## src/rtl/zap_fetch_sched.sv

```systemverilog
// Instruction-fetch sequencer: sequential/redirected fetch addresses, one outstanding
// I-cache access, and a 2-entry response buffer feeding the fetch stage.
module zap_fetch_sched #(
    parameter logic [31:0] RESET_VECTOR = 32'h0000_0000,
    parameter int unsigned FIFO_DEPTH   = 2
) (
    input  logic        i_clk,
    input  logic        i_reset,
    input  logic        i_clear_from_writeback,
    input  logic [31:0] i_pc_from_writeback,
    input  logic        i_clear_from_alu,
    input  logic [31:0] i_pc_from_alu,
    input  logic        i_clear_from_decode,
    input  logic [31:0] i_pc_from_decode,
    input  logic        i_stall,
    input  logic        i_cpsr_ff_t,
    output logic        o_req,
    output logic [31:0] o_req_addr,
    input  logic        i_ack,
    input  logic [31:0] i_rdata,
    input  logic        i_err,
    output logic        o_valid,
    output logic [31:0] o_instruction,
    output logic [31:0] o_pc_ff,
    output logic        o_instr_abort,
    output logic        o_code_stall
);

    logic [31:0] r_pc;
    logic [31:0] r_addr;
    logic        r_out;
    logic        r_drop;
    logic        r_sleep;

    logic [31:0] r_fifo_data [2];
    logic [31:0] r_fifo_pc   [2];
    logic [1:0]  r_fifo_err;
    logic        r_rd_ptr;
    logic        r_wr_ptr;
    logic [1:0]  r_count;

    logic        w_redirect;
    logic [31:0] w_target_raw;
    logic [31:0] w_target;
    logic [31:0] w_step;
    logic        w_can_start;
    logic        w_accept;
    logic        w_valid;
    logic        w_pop;

    assign w_redirect = i_clear_from_writeback | i_clear_from_alu | i_clear_from_decode;

    always_comb begin
        w_target_raw = i_pc_from_decode;
        if (i_clear_from_writeback) begin
            w_target_raw = i_pc_from_writeback;
        end else if (i_clear_from_alu) begin
            w_target_raw = i_pc_from_alu;
        end
    end

    assign w_target = {w_target_raw[31:1], 1'b0};
    assign w_step   = i_cpsr_ff_t ? 32'd2 : 32'd4;

    // Counting the outstanding access keeps the buffer from ever overflowing.
    assign w_can_start = !i_reset && !r_out && !r_sleep && !w_redirect &&
                         ((32'(r_count) + 32'(r_out)) < FIFO_DEPTH);

    assign o_req      = !i_reset && (r_out || w_can_start);
    assign o_req_addr = r_out ? r_addr : r_pc;

    assign w_accept = i_ack && o_req && !r_drop && !w_redirect;
    assign w_valid  = (r_count != 2'd0);
    assign w_pop    = w_valid && !i_stall;

    assign o_valid       = w_valid;
    assign o_code_stall  = !w_valid;
    assign o_instruction = w_valid ? r_fifo_data[r_rd_ptr] : 32'h0;
    assign o_pc_ff       = w_valid ? r_fifo_pc[r_rd_ptr] : 32'h0;
    assign o_instr_abort = w_valid & r_fifo_err[r_rd_ptr];

    always_ff @(posedge i_clk) begin
        if (i_reset) begin
            r_pc     <= RESET_VECTOR;
            r_addr   <= 32'h0;
            r_out    <= 1'b0;
            r_drop   <= 1'b0;
            r_sleep  <= 1'b0;
            r_rd_ptr <= 1'b0;
            r_wr_ptr <= 1'b0;
            r_count  <= 2'd0;
        end else if (w_redirect) begin
            // An ack in this cycle retires the stale access; otherwise its data is dropped later.
            r_pc     <= w_target;
            r_sleep  <= 1'b0;
            r_out    <= r_out && !i_ack;
            r_drop   <= r_out && !i_ack;
            r_rd_ptr <= 1'b0;
            r_wr_ptr <= 1'b0;
            r_count  <= 2'd0;
        end else begin
            if (r_out) begin
                if (i_ack) begin
                    r_out  <= 1'b0;
                    r_drop <= 1'b0;
                end
            end else if (w_can_start) begin
                r_addr <= r_pc;
                r_pc   <= r_pc + w_step;
                r_out  <= !i_ack;
            end
            if (w_accept && i_err) begin
                r_sleep <= 1'b1;
            end
            if (w_accept) begin
                r_wr_ptr <= ~r_wr_ptr;
            end
            if (w_pop) begin
                r_rd_ptr <= ~r_rd_ptr;
            end
            case ({w_accept, w_pop})
                2'b10:   r_count <= r_count + 2'd1;
                2'b01:   r_count <= r_count - 2'd1;
                default: r_count <= r_count;
            endcase
        end
    end

    always_ff @(posedge i_clk) begin
        if (w_accept) begin
            r_fifo_data[r_wr_ptr] <= i_rdata;
            r_fifo_pc[r_wr_ptr]   <= o_req_addr;
            r_fifo_err[r_wr_ptr]  <= i_err;
        end
    end

endmodule

```

## config.mk

```make
export PLATFORM = sky130hd
export DESIGN_NAME = zap_fetch_sched
export DESIGN_NICKNAME = d
export VERILOG_FILES = /design/src/rtl/zap_fetch_sched.sv
export SDC_FILE = /design/constraint.sdc
export NUM_CORES = 1
export LEC_CHECK = 0
export ABC_AREA = 1
export BUFFER_PORTS_ARGS = -buffer_cell sky130_fd_sc_hd__buf_2
export CORE_AREA = 2 2 115 200
export CTS_CLUSTER_SIZE = 14
export DETAILED_ROUTE_END_ITERATION = 12
export DIE_AREA = 0 0 117 202
export GPL_TIMING_DRIVEN = 0
export HOLD_SLACK_MARGIN = 0.02
export PLACE_DENSITY = 0.66
export SKIP_LAST_GASP = 1
export SYNTH_ARGS = -nofsm -noshare
export SYNTH_HDL_FRONTEND = slang
export SYNTH_SLANG_ARGS = --single-unit
```

## constraint.sdc

```tcl
create_clock -name i_clk -period 5 [get_ports i_clk]
set_clock_uncertainty 0.05 [all_clocks]
set_input_delay 0.25 -clock i_clk [delete_from_list [all_inputs] [get_ports i_clk]]
set_output_delay 0.25 -clock i_clk [all_outputs]
set_load 0.01 [all_outputs]
```

# Word-level counts from Yosys, hierarchy flattened
# Memories as Yosys holds them, arrays and structs flattened. A register that Yosys moved wholly into a read port is not among the register bits.
# Index checks and enable logic that the tools add are counted.
[classes]
add_sub_neg = 4
magnitude_cmp = 4
eq_ne = 3
n_mux = 28
bitwise_logic = 7
n_reduce_logical = 31
[op_table]
columns = ["op", "count"]
rows = [
  ["$mux 32", 8],
  ["$add 32x3->32", 1],
  ["$mux 1", 16],
  ["$logic_and 1x1->1", 12],
  ["$reduce_bool 2->1", 5],
  ["$logic_not 1->1", 8],
  ["$reduce_and 2->1", 3],
  ["$lt 1x2->1 const B", 2],
  ["$not 1->1", 4],
  ["$pmux 2 s2", 1],
  ["$add 2x1->3", 1],
  ["$lt 3x2->1 const B", 1],
  ["$mux 3", 1],
  ["$reduce_and 3->1", 1],
  ["$add 2x1->2 const B", 1],
  ["$bwmux 2", 1],
  ["$eq 2x1->1 const B", 1],
  ["$eq 2x2->1 const B", 1],
  ["$ne 2x1->1 const B", 1],
  ["$or 1x1->1", 2],
  ["$reduce_or 2->1", 1],
  ["$sub 2x1->2 const B", 1],
  ["$and 1x1->1", 1],
  ["$demux 1 s1", 1],
  ["2 further kinds", 2],
]
[totals]
register_bits = 73
mem_bits_rw = 128
inputBits = 137
output_inout_bits = 100
elab_cells = 89
mem_count = 2
[memory_table]
columns = ["name", "depth", "word_bits", "rd", "rd_clocked_by_memory_dff", "wr", "line", "rtl"]
rows = [
  ["r_fifo_data", 2, 32, 1, 1, 1, "35", "logic [31:0] r_fifo_data [2];"],
  ["r_fifo_pc", 2, 32, 1, 1, 1, "36", "logic [31:0] r_fifo_pc [2];"],
]

# Depth between registers and ports, before layout
# Gate-level depths: netlist (run 1).
[logic_depth]
ltp_word = 12
depth_mapped = 13

# Worst setup path after synthesis (run 1)
# No wires, ideal clock.
[synth_timing]
path_kind = "input-to-reg"
start = "input i_clear_from_writeback"
end = "memory r_fifo_data[0][0] (enable)"
setup_ns = 0.486
t_arrival_ns = 3.726
required_time_ns = 4.464
slack_ns = 0.738
cell_stages = 8
n_path_buf = 1
path_cell_list = "buf_4 > nor2_4 > nand2_4 > inv_6 > nand3_4 > nand2_1 > nand3_2 > nor2_1"
[synth_via]
elab_chain_cells = 12
[synth_rtl]
columns = ["item", "line", "rtl"]
rows = [
  ["start, declared", "9", "input logic i_clear_from_writeback,"],
  ["$or 1x1->1 * (2 in a row)", "51", "assign w_redirect = i_clear_from_writeback | i_clear_from_alu | i_clear_from_decode;"],
  ["$logic_not 1->1 *", "66, 72", ""],
  ["$logic_and 1x1->1 (2 in a row)", "66", "assign w_can_start = !i_reset && !r_out && !r_sleep && !w_redirect &&"],
  ["$logic_or 1x1->1", "69", "assign o_req = !i_reset && (r_out || w_can_start);"],
  ["$logic_and 1x1->1", "69", ""],
  ["$logic_and 1x1->1 (2 in a row)", "72", "assign w_accept = i_ack && o_req && !r_drop && !w_redirect;"],
  ["$logic_and 1x1->1 *", "72", ""],
  ["$mux 1 *", "130", "if (w_accept) begin"],
  ["$mux 1 (implied by the code) *", "131", "r_fifo_data[r_wr_ptr] <= i_rdata;"],
  ["end, declared", "35", ""],
]
# Mark *: on every way between the ends. The rest lies on a longest branch, timed or not.

# Worst setup path after layout (run 1)
[layout_timing]
start = "register r_count[0]"
end = "output o_instruction[29]"
[layout_via]
elab_chain_cells = 2
[layout_rtl]
columns = ["item", "line", "rtl"]
rows = [
  ["start, declared", "40", "logic [1:0] r_count;"],
  ["start signal, assigned", "122", "2'b10: r_count <= r_count + 2'd1;"],
  ["start signal, assigned", "123", "2'b01: r_count <= r_count - 2'd1;"],
  ["start signal, assigned", "124", "default: r_count <= r_count;"],
  ["$reduce_bool 2->1", "73", "assign w_valid = (r_count != 2'd0);"],
  ["$mux 32", "78", "assign o_instruction = w_valid ? r_fifo_data[r_rd_ptr] : 32'h0;"],
  ["end, declared", "23", "output logic [31:0] o_instruction,"],
]
# Every way passes these cells.

==> results of run 1 <==
## repair_timing
| action | 4_1_cts | 5_1_grt |
|---|---|---|
| hold buffers | 34 | 0 |
| endpoints found under the hold margin | 67 | 0 |
| resized for setup | 0 | 0 |
## Yosys cell counts, types with 2 or more instances
cell type	instances	area share [%]
nand2_1	350	14
nor2_2	2	0.13
nor2_1	62	2.5
dfxtp_1	70	15
nor3_1	4	0.21
ha_1	3	0.40
o21ai_1	10	0.54
nand2_4	2	0.24
buf_1	7	0.28
nand4_1	3	0.20
xor2_1	6	0.56
edfxtp_1	128	41
o211ai_1	19	1.5
buf_2	10	0.54
inv_2	6	0.24
inv_1	71	2.9
o21ai_0	96	5.1
buf_4	8	0.64
clkbuf_1	39	1.6
a21oi_1	139	7.4
a31oi_1	5	0.33
nand3_1	58	3.1
## cell type report
class | instances | area (um^2)
buffer | 65 | 294
inverter | 78 | 298
multi-input combinational | 770 | 3520
clock inverter | 12 | 80.1
fill | 2118 | 10200
timing repair buffer | 267 | 1570
tap | 296 | 370
sequential | 198 | 5250
clock buffer | 20 | 457
## report_power, final
part | internal [mW] | total, mW | switching, mW
Sequential | 1.78 | 1.81 | 0.0316
Combinational | 0.139 | 0.345 | 0.206
Clock | 0.659 | 1.25 | 0.591
## worst max path at each step
stage	from	to	cells after the start
after floorplan	i_clear_from_writeback	r_fifo_data[0][0]	8
after global placement	i_reset	r_fifo_pc[1][28]	8
after detailed placement	i_reset	r_fifo_pc[1][28]	10
after CTS	r_count[0]	o_instruction[29]	5
after global routing	r_count[0]	o_instruction[29]	5
final	r_count[0]	o_instruction[29]	5
## metal layers
metal	vias up	global-route usage (%)	part of all wire (%)
li1	4305	-	-
met1	3917	23.5	35
met2	302	44.1	55
met3	67	4.32	4.9
met4	0	12.3	4.6
met5	-	0	0
## worst register-to-register path: cells and delay by family (launching register included)
| kind | cells | cell delay, ns |
|---|---|---|
| flops | 1 | 0.30 |
| simple gates | 4 | 1.08 |
| buf+inv | 4 | 0.91 |
## stage by stage
step	power, mW	hold slack [ns]	std cells	instance area, um^2	setup slack (ns)
final	3.40	0.0887	1706	11800	2.18
after detailed placement	2.17	0.392	1640	11000	2.29
after global routing	3.54	0.0872	1706	11800	1.98
after CTS	3.43	0.0613	1706	11800	1.99
after global placement	2.16	0.389	1636	10900	-1.12
after floorplan	2.01	0.278	1111	9340	0.738
## kinds of logic after synthesis
logic type	count (synthesis)
AOI/OAI and AO/OA	271
xor gates and xnor gates	6
adders and majority gates	4
buffers and inverters	143
DFF	198
other	1
and+or+nand+nor	487
## registers in the layout, indices dropped and copies added, names as in the netlist, 2 cells and up, named ones only
signal	count
r_addr	31
r_count	2
r_fifo_data	64
r_fifo_err	2
r_fifo_pc	62
r_pc	31
==> impl_metrics.toml, run 1 <==
[run_status]
outcome = "complete, no violations"

[synthesis]
ys_seq_area_share_pct = 56.2
syn_area_per_cell_um2 = 8.41
synth-edff-count = 128
netlist_instances = 1110
synthSimpleGateAreaFrac_pct = 21.1
yosysWarnings = 0
yosys-mux-area-fraction_pct = 0
synthArstFlopShare_pct = 0
synth_top_family_by_area = "simple AND/OR/NAND/NOR gates"
synth_seq_cells = 198
synth_xor_area_share_pct = 0.563
synthAdderAreaFrac_pct = 0.616
synth_compound_area_share_pct = 15.2
synth_cell_types = 34
ys.flop_type = "edfxtp_1"
syn_area_um2 = 9340

[setup_path]
r2r_slack_ns = 2.34
rr_startpoint = "r_out"
crit_type = "register to output pin"
worstPathArrival_ns = 2.52
worstPathMaxFanout = 10
slowest_delay_ns = 0.56
crit_path_start_kind = "register"
cp.required_ns = 4.70
path_cells = "nor2_1 -> clkbuf_1 -> buf_1 -> a21oi_1 -> buf_2"
r2r_end = "r_fifo_pc[1][24]"
slowest_stage = "buf_1"
r2r_cells = 8
critical-path-top-delay-family = "buffers and inverters"
cp_num_buf_inv = 3
end_kind = "output pin"

[timing]
timing.final.crit_share_pct = 56.3
setup_violations = 0
slew_headroom_pct = 53.9
timing.final.hold_violations = 0
fin_crit_ns = 2.82
worst_slew_pin_slew_ns = 0.685
rsz0062_at_grt = "false"
finalSetupTns_ns = 0
final_max_slew_viol_count = 0
fmax_mhz = 355

[floorplan]
num_rows = 72
start_util_pct = 42.3
die-area_um2 = 23600
dieWidth_um = 117
io_pins = 237
core_um2 = 22100
fp.dieH_um = 202

[clocking]
cts_max_path_buffers = 2
root_buffer = "clkbuf_16"
htree_levels = 4
cts_setup_buffers = 0
clock_sinks = 198
clk_pin_slew_ns = 0.07
cts_tree = "done"
insertion_delay_ns = 0.44
numCtsBuffers = 17

[place]
place_congestion = 0.960
portBuffers = 229
hpwl_um = 21200

[power_and_ir_drop]
power_density_nw_per_um2 = 287
p_leak_nw = 4.94
irDropWorstVdd_mv = 0.218

[global_route]
grt_antenna_before_repair = 0
grt_pass1_vias = 8326
grt_pass1_wl_um = 42100
grt_max_degree = 30
track_usage_pct = 23.4
gr-total-overflow = 0

[layout]
final_common_cell = "nand2_1"
fin_nets = 1538
area_growth_pct = 26.8
fin_util_pct = 53.6
final_cell_mix = "350 x nand2_1, 239 x buf_2, 139 x a21oi_1, 128 x edfxtp_1, 96 x o21ai_0"
drive_above_1_share_pct = 21.3
diodes = 0

[detailed_routing]
first_iter_violations = 395
routedWlPerCell_um = 15.9
drc = 0
route.vias.total = 8591
vias_per_cell = 5.04
routed_wl_um = 27100
ant_nets = 0
dr.pass1.iters = 4

[worst_hold_path]
min_from = "i_stall"
min_to = "r_rd_ptr"
min_path_type = "input pin to register"
min_path_cells = 4

[flow_run]
maxCapViolations = 0
(Power assumes the default switching activity.)
==> run 2, diff against run 1 <==
==> constraint.sdc (replaced) <==
create_clock -name i_clk -period 2.83 [get_ports i_clk]
set_clock_uncertainty 0.05 [all_clocks]
set_input_delay 0.1415 -clock i_clk [delete_from_list [all_inputs] [get_ports i_clk]]
set_output_delay 0.1415 -clock i_clk [all_outputs]
set_load 0.01 [all_outputs]
==> run 2 against run 1 <==
Effect of this change: die area unchanged; total power increased by 85%; routed wire length decreased by 0.12%; non-clock buffer count increased by 9; sequential share of layout area decreased by 0.65 points; via count decreased by 0.13%; setup slack got worse by 1.9 ns; sequential power increased by 76%; combinational power increased by 79%; cell count increased by 0.59%; highest routed layer unchanged; largest cell class unchanged.
==> impl_metrics.toml, run 2 (synthesis results as in run 1) <==
[setup_path]
worstPathMaxFanout = 10
crit_path_start_kind = "register"
crit_top_cell = "clkbuf_1"
worstPathArrival_ns = 2.40
slowest_delay_ns = 0.50
r2r_cells = 8
rr_startpoint = "r_out"
slowest_stage = "clkbuf_1"
cp_num_buf_inv = 3
critical-path-top-delay-family = "buffers and inverters"
r2r_end = "r_fifo_data[0][25]"
end_kind = "output pin"
path_cells = "nor2_1 -> clkbuf_1 -> clkbuf_1 -> a21oi_1 -> buf_2"
crit_type = "register to output pin"
r2r_slack_ns = 0.28
cp.required_ns = 2.64

[layout]
multi_input_area_um2 = 3530
final_common_cell = "nand2_1"
diodes = 0
fill_cells = 2123
regArea_um2 = 5250
largest-register = "r_fifo_data"
final_cell_mix = "350 x nand2_1, 240 x buf_2, 139 x a21oi_1, 128 x edfxtp_1, 96 x o21ai_0"
largest_reg_flops = 64
fin_nets = 1548
drive_above_1_share_pct = 21.3
postLayoutCellArea_um2 = 12000
area_growth_pct = 28.6
largestRegisters = "r_fifo_data x64, r_fifo_pc x62"
fin_cells = 1716

[flow_run]
maxCapViolations = 0

[detailed_routing]
vias_per_cell = 5.00
first_iter_violations = 570
ant_nets = 0
routed_wl_um = 27100
drc = 0
routedWlPerCell_um = 15.8
route.vias.total = 8580
dr.pass1.iters = 8

[place]
place_congestion = 0.965
hpwl_um = 20900
portBuffers = 229
dp_cells = 1640
placed_cell_area_um2 = 11000

[timing]
rsz0062_at_grt = "false"
timing.final.crit_share_pct = 91.6
hold_ws_ns = 0.0422
finalSetupTns_ns = 0
fmax_mhz = 386
final_max_slew_viol_count = 0
slew_headroom_pct = 58.0
worst_slew_pin_slew_ns = 0.624
setup_violations = 0
timing.final.hold_violations = 0
fin_crit_ns = 2.59

[floorplan]
num_rows = 72
io_pins = 237
die-area_um2 = 23600
dieWidth_um = 117
fp.dieH_um = 202
core_um2 = 22100
start_util_pct = 42.3

[run_status]
outcome = "complete, no violations"

[worst_hold_path]
min_to = "r_pc[12]"
min_path_type = "input pin to register"
min_from = "i_reset"
min_path_cells = 4

[clocking]
clock_sinks = 198
clk_pin_slew_ns = 0.08
numCtsBuffers = 17
root_buffer = "clkbuf_16"
cts_tree = "done"
htree_levels = 4
insertion_delay_ns = 0.43
cts_max_path_buffers = 2

[global_route]
grt_util_met1_pct = 23.7
met3_usage_pct = 3.21
gr-usage-met2_pct = 43.7
grt_pass1_vias = 8298
gr-total-overflow = 0
grt_antenna_before_repair = 0
grt.busiest_layer = "met2"
track_usage_pct = 23.0
grt_pass1_wl_um = 41600
grt_max_degree = 27

[power_and_ir_drop]
power_density_nw_per_um2 = 525
irDropWorstVdd_mv = 0.402
p_leak_nw = 5.02
run 2: worst max path at each step:
stage               startpoint            endpoint  slack, ns  cells past startpoint
finish              r_count[0]         o_pc_ff[20]       0.24                      5
global route        r_count[0]         o_pc_ff[20]     0.0001                      5
CTS                      r_out  r_fifo_data[0][26]       0.07                      8
detailed placement       r_out  r_fifo_data[0][28]       0.09                      8
global placement         r_out  r_fifo_data[0][28]      -1.53                      6
floorplan                r_out   r_fifo_data[0][0]      -0.31                      6
run 2: per-stage QoR:
| stage | total power [mW] | worst slack, ns | utilization, % |
|---|---|---|---|
| floorplan | 3.56 | -0.314 | - |
| global placement | 3.82 | -1.53 | 49.2 |
| detailed placement | 3.83 | 0.0863 | 49.7 |
| CTS | 6.34 | 0.0694 | 54.4 |
| global route | 6.52 | 0.000143 | 54.4 |
| finish | 6.30 | 0.237 | 54.4 |
run 2: report_power, final:
| group | internal [mW] | leakage, nW | switching (mW) | total (mW) |
|---|---|---|---|---|
| sequential | 3.14 | 1.74 | 0.0557 | 3.19 |
| clock | 1.44 | 0.286 | 1.05 | 2.49 |
| combinational | 0.253 | 3.00 | 0.363 | 0.617 |
| total | 4.83 | 5.02 | 1.47 | 6.30 |
run 2: repair_timing:
item	CTS	global route
hold endpoints to repair	77	0
gates resized for setup	1	0
cloned	0	1
endpoints found under the setup margin	2	49
hold buffers	42	0
pin swaps	0	1
buffers inserted	0	1
run 2: layout make-up:
type / count / area share (%)
well taps: 296 / 3.08
flip-flops and latches: 198 / 43.7
multi-input cells: 771 / 29.4
repair buffers: 276 / 13.9
plain buffers: 65 / 2.46
clock inverters: 11 / 1.24
inverters: 78 / 2.48
clock buffers: 21 / 3.83
run 2: metal layers:
metal  wire length, um  vias up
met1              9700     3892
met5                 0        -
met2             15000      309
met4              1150        0
li1                  -     4319
met3              1270       60
run 2: worst register-to-register path: cells and delay by family, from the launching register on:
| family | cells | cell delay, ns |
|---|---|---|
| simple gates | 4 | 1.01 |
| buf+inv | 4 | 0.87 |
| flops | 1 | 0.30 |
==> run 3, diff against run 2 <==
--- a/config.mk
+++ b/config.mk
@@ -13,7 +13,8 @@
 export DIE_AREA = 0 0 117 202
 export GPL_TIMING_DRIVEN = 0
 export HOLD_SLACK_MARGIN = 0.02
-export PLACE_DENSITY = 0.66
+export PLACE_DENSITY = 0.68
+export RECOVER_POWER = 50
 export SKIP_LAST_GASP = 1
 export SYNTH_ARGS = -nofsm -noshare
 export SYNTH_HDL_FRONTEND = slang
==> run 3 against run 2 <==
Effect of this change: total power decreased by 2.1%; cell area decreased by 1.1%; clock power decreased by 5%; combinational power decreased by 3%; die area unchanged; register-to-register slack improved by 0.12 ns; first-iteration DRC count decreased by 21%; largest cell class unchanged; sequential cell count unchanged; fmax increased by 0.28%.
==> impl_metrics.toml, run 3 (synthesis results as in run 1) <==
[global_route]
grt_pass1_vias = 8300
gr-usage-met2_pct = 43.1
grt_util_met1_pct = 22.7
track_usage_pct = 22.8
grt_pass1_wl_um = 41400
grt_max_degree = 29
grt.busiest_layer = "met2"
met3_usage_pct = 3.96
gr-total-overflow = 0
grt_antenna_before_repair = 0

[floorplan]
start_util_pct = 42.3
core_um2 = 22100
num_rows = 72
fp.dieH_um = 202
dieWidth_um = 117
io_pins = 237
die-area_um2 = 23600

[clocking]
root_buffer = "clkbuf_16"
numCtsBuffers = 17
cts_max_path_buffers = 2
insertion_delay_ns = 0.43
clk_pin_slew_ns = 0.07
cts_tree = "done"
clock_sinks = 198
htree_levels = 4

[timing]
timing.final.crit_share_pct = 91.4
rsz0062_at_grt = "false"
fmax_mhz = 387
worst_slew_pin_slew_ns = 0.690
finalSetupTns_ns = 0
fin_crit_ns = 2.59
final_max_slew_viol_count = 0
slew_headroom_pct = 54.0
setup_violations = 0
timing.final.hold_violations = 0

[setup_path]
r2r_cells = 10
worstPathArrival_ns = 2.39
cp_num_buf_inv = 3
crit_path_start_kind = "register"
critical-path-top-delay-family = "buffers and inverters"
path_cells = "nor2_1 -> clkbuf_1 -> clkbuf_1 -> a21oi_1 -> buf_2"
worstPathMaxFanout = 10
crit_top_cell = "clkbuf_1"
crit_type = "register to output pin"
cp.required_ns = 2.64
end_kind = "output pin"
crit_cells = 5
slowest_delay_ns = 0.49
slowest_stage = "clkbuf_1"

[layout]
fin_util_pct = 53.8
drive_above_1_share_pct = 17.6
area_growth_pct = 27.2
fin_nets = 1547
diodes = 0
largest_reg_flops = 64
postLayoutCellArea_um2 = 11900
fill_cells = 2140
largestRegisters = "r_fifo_data x64, r_fifo_pc x62"
largest-register = "r_fifo_data"
final_cell_mix = "351 x nand2_1, 196 x buf_2, 139 x a21oi_1, 128 x edfxtp_1, 100 x o21ai_0"
final_common_cell = "nand2_1"

[place]
hpwl_um = 20800
placed_cell_area_um2 = 11000
portBuffers = 229
place_congestion = 0.962

[power_and_ir_drop]
irDropWorstVdd_mv = 0.392
p_leak_nw = 4.85
power_density_nw_per_um2 = 519

[detailed_routing]
routedWlPerCell_um = 15.6
drc = 0
first_iter_violations = 448
route.vias.total = 8527
routed_wl_um = 26700
ant_nets = 0
dr.pass1.iters = 5
vias_per_cell = 4.97

[flow_run]
maxCapViolations = 0

[run_status]
outcome = "complete, no violations"

[worst_hold_path]
min_path_type = "input pin to register"
min_path_cells = 5
==> run 3: per-stage QoR <==
| step | hold WS, ns | power [mW] | std cells | worst slack [ns] |
|---|---|---|---|---|
| floorplan | 0.170 | 3.56 | 1111 | -0.314 |
| global placement | 0.279 | 3.81 | 1636 | -1.54 |
| detailed placement | 0.283 | 3.82 | 1640 | 0.135 |
| CTS | 0.0211 | 6.22 | 1713 | 0.108 |
| global route | 0.0723 | 6.39 | 1715 | 0.00936 |
| finish | 0.0330 | 6.17 | 1715 | 0.244 |
==> run 3: worst paths after layout <==
kind | startpoint | endpoint | slack, ns
setup / recovery | r_count[0] | o_pc_ff[21] | 0.24
hold / removal | i_pc_from_writeback[4] | r_pc[4] | 0.03
setup reg to reg | r_pc[1] | r_pc[27] | 0.40
hold reg to reg | r_sleep | r_sleep | 0.42
==> run 3: final cells by class <==
cell class | count | area (um^2) | share of cell area, %
sequential | 198 | 5250 | 44.1
multi-input combinational | 770 | 3500 | 29.5
timing repair buffer | 276 | 1620 | 13.6
clock buffer | 17 | 425 | 3.58
tap | 296 | 370 | 3.12
inverter | 78 | 298 | 2.51
buffer | 65 | 269 | 2.26
clock inverter | 15 | 153 | 1.28
==> run 3: where the power goes <==
group / total [mW] / switching (mW) / internal, mW
Sequential: 3.19 / 0.0558 / 3.14
Clock: 2.37 / 1.07 / 1.30
Combinational: 0.600 / 0.361 / 0.240
Total: 6.17 / 1.49 / 4.68
==> run 3: metal layers <==
layer	wire length [um]	vias to the layer above
met2	14700	275
met3	1270	69
met5	0	-
li1	-	4313
met1	9580	3870
met4	1180	0
==> run 3: what timing repair did <==
item / 4_1_cts / 5_1_grt
endpoints found under the hold margin: 76 / 0
setup endpoints to repair: 2 / 57
hold buffers: 41 / 0
resized for setup: 1 / 1
pin swaps: 0 / 2
setup buffers: 0 / 2
==> run 3: worst min-delay path, stage by stage <==
cell      delay (ns)
buf_2           0.08
o211ai_1        0.08
o21ai_0         0.09
o21ai_1         0.06
inv_1           0.04
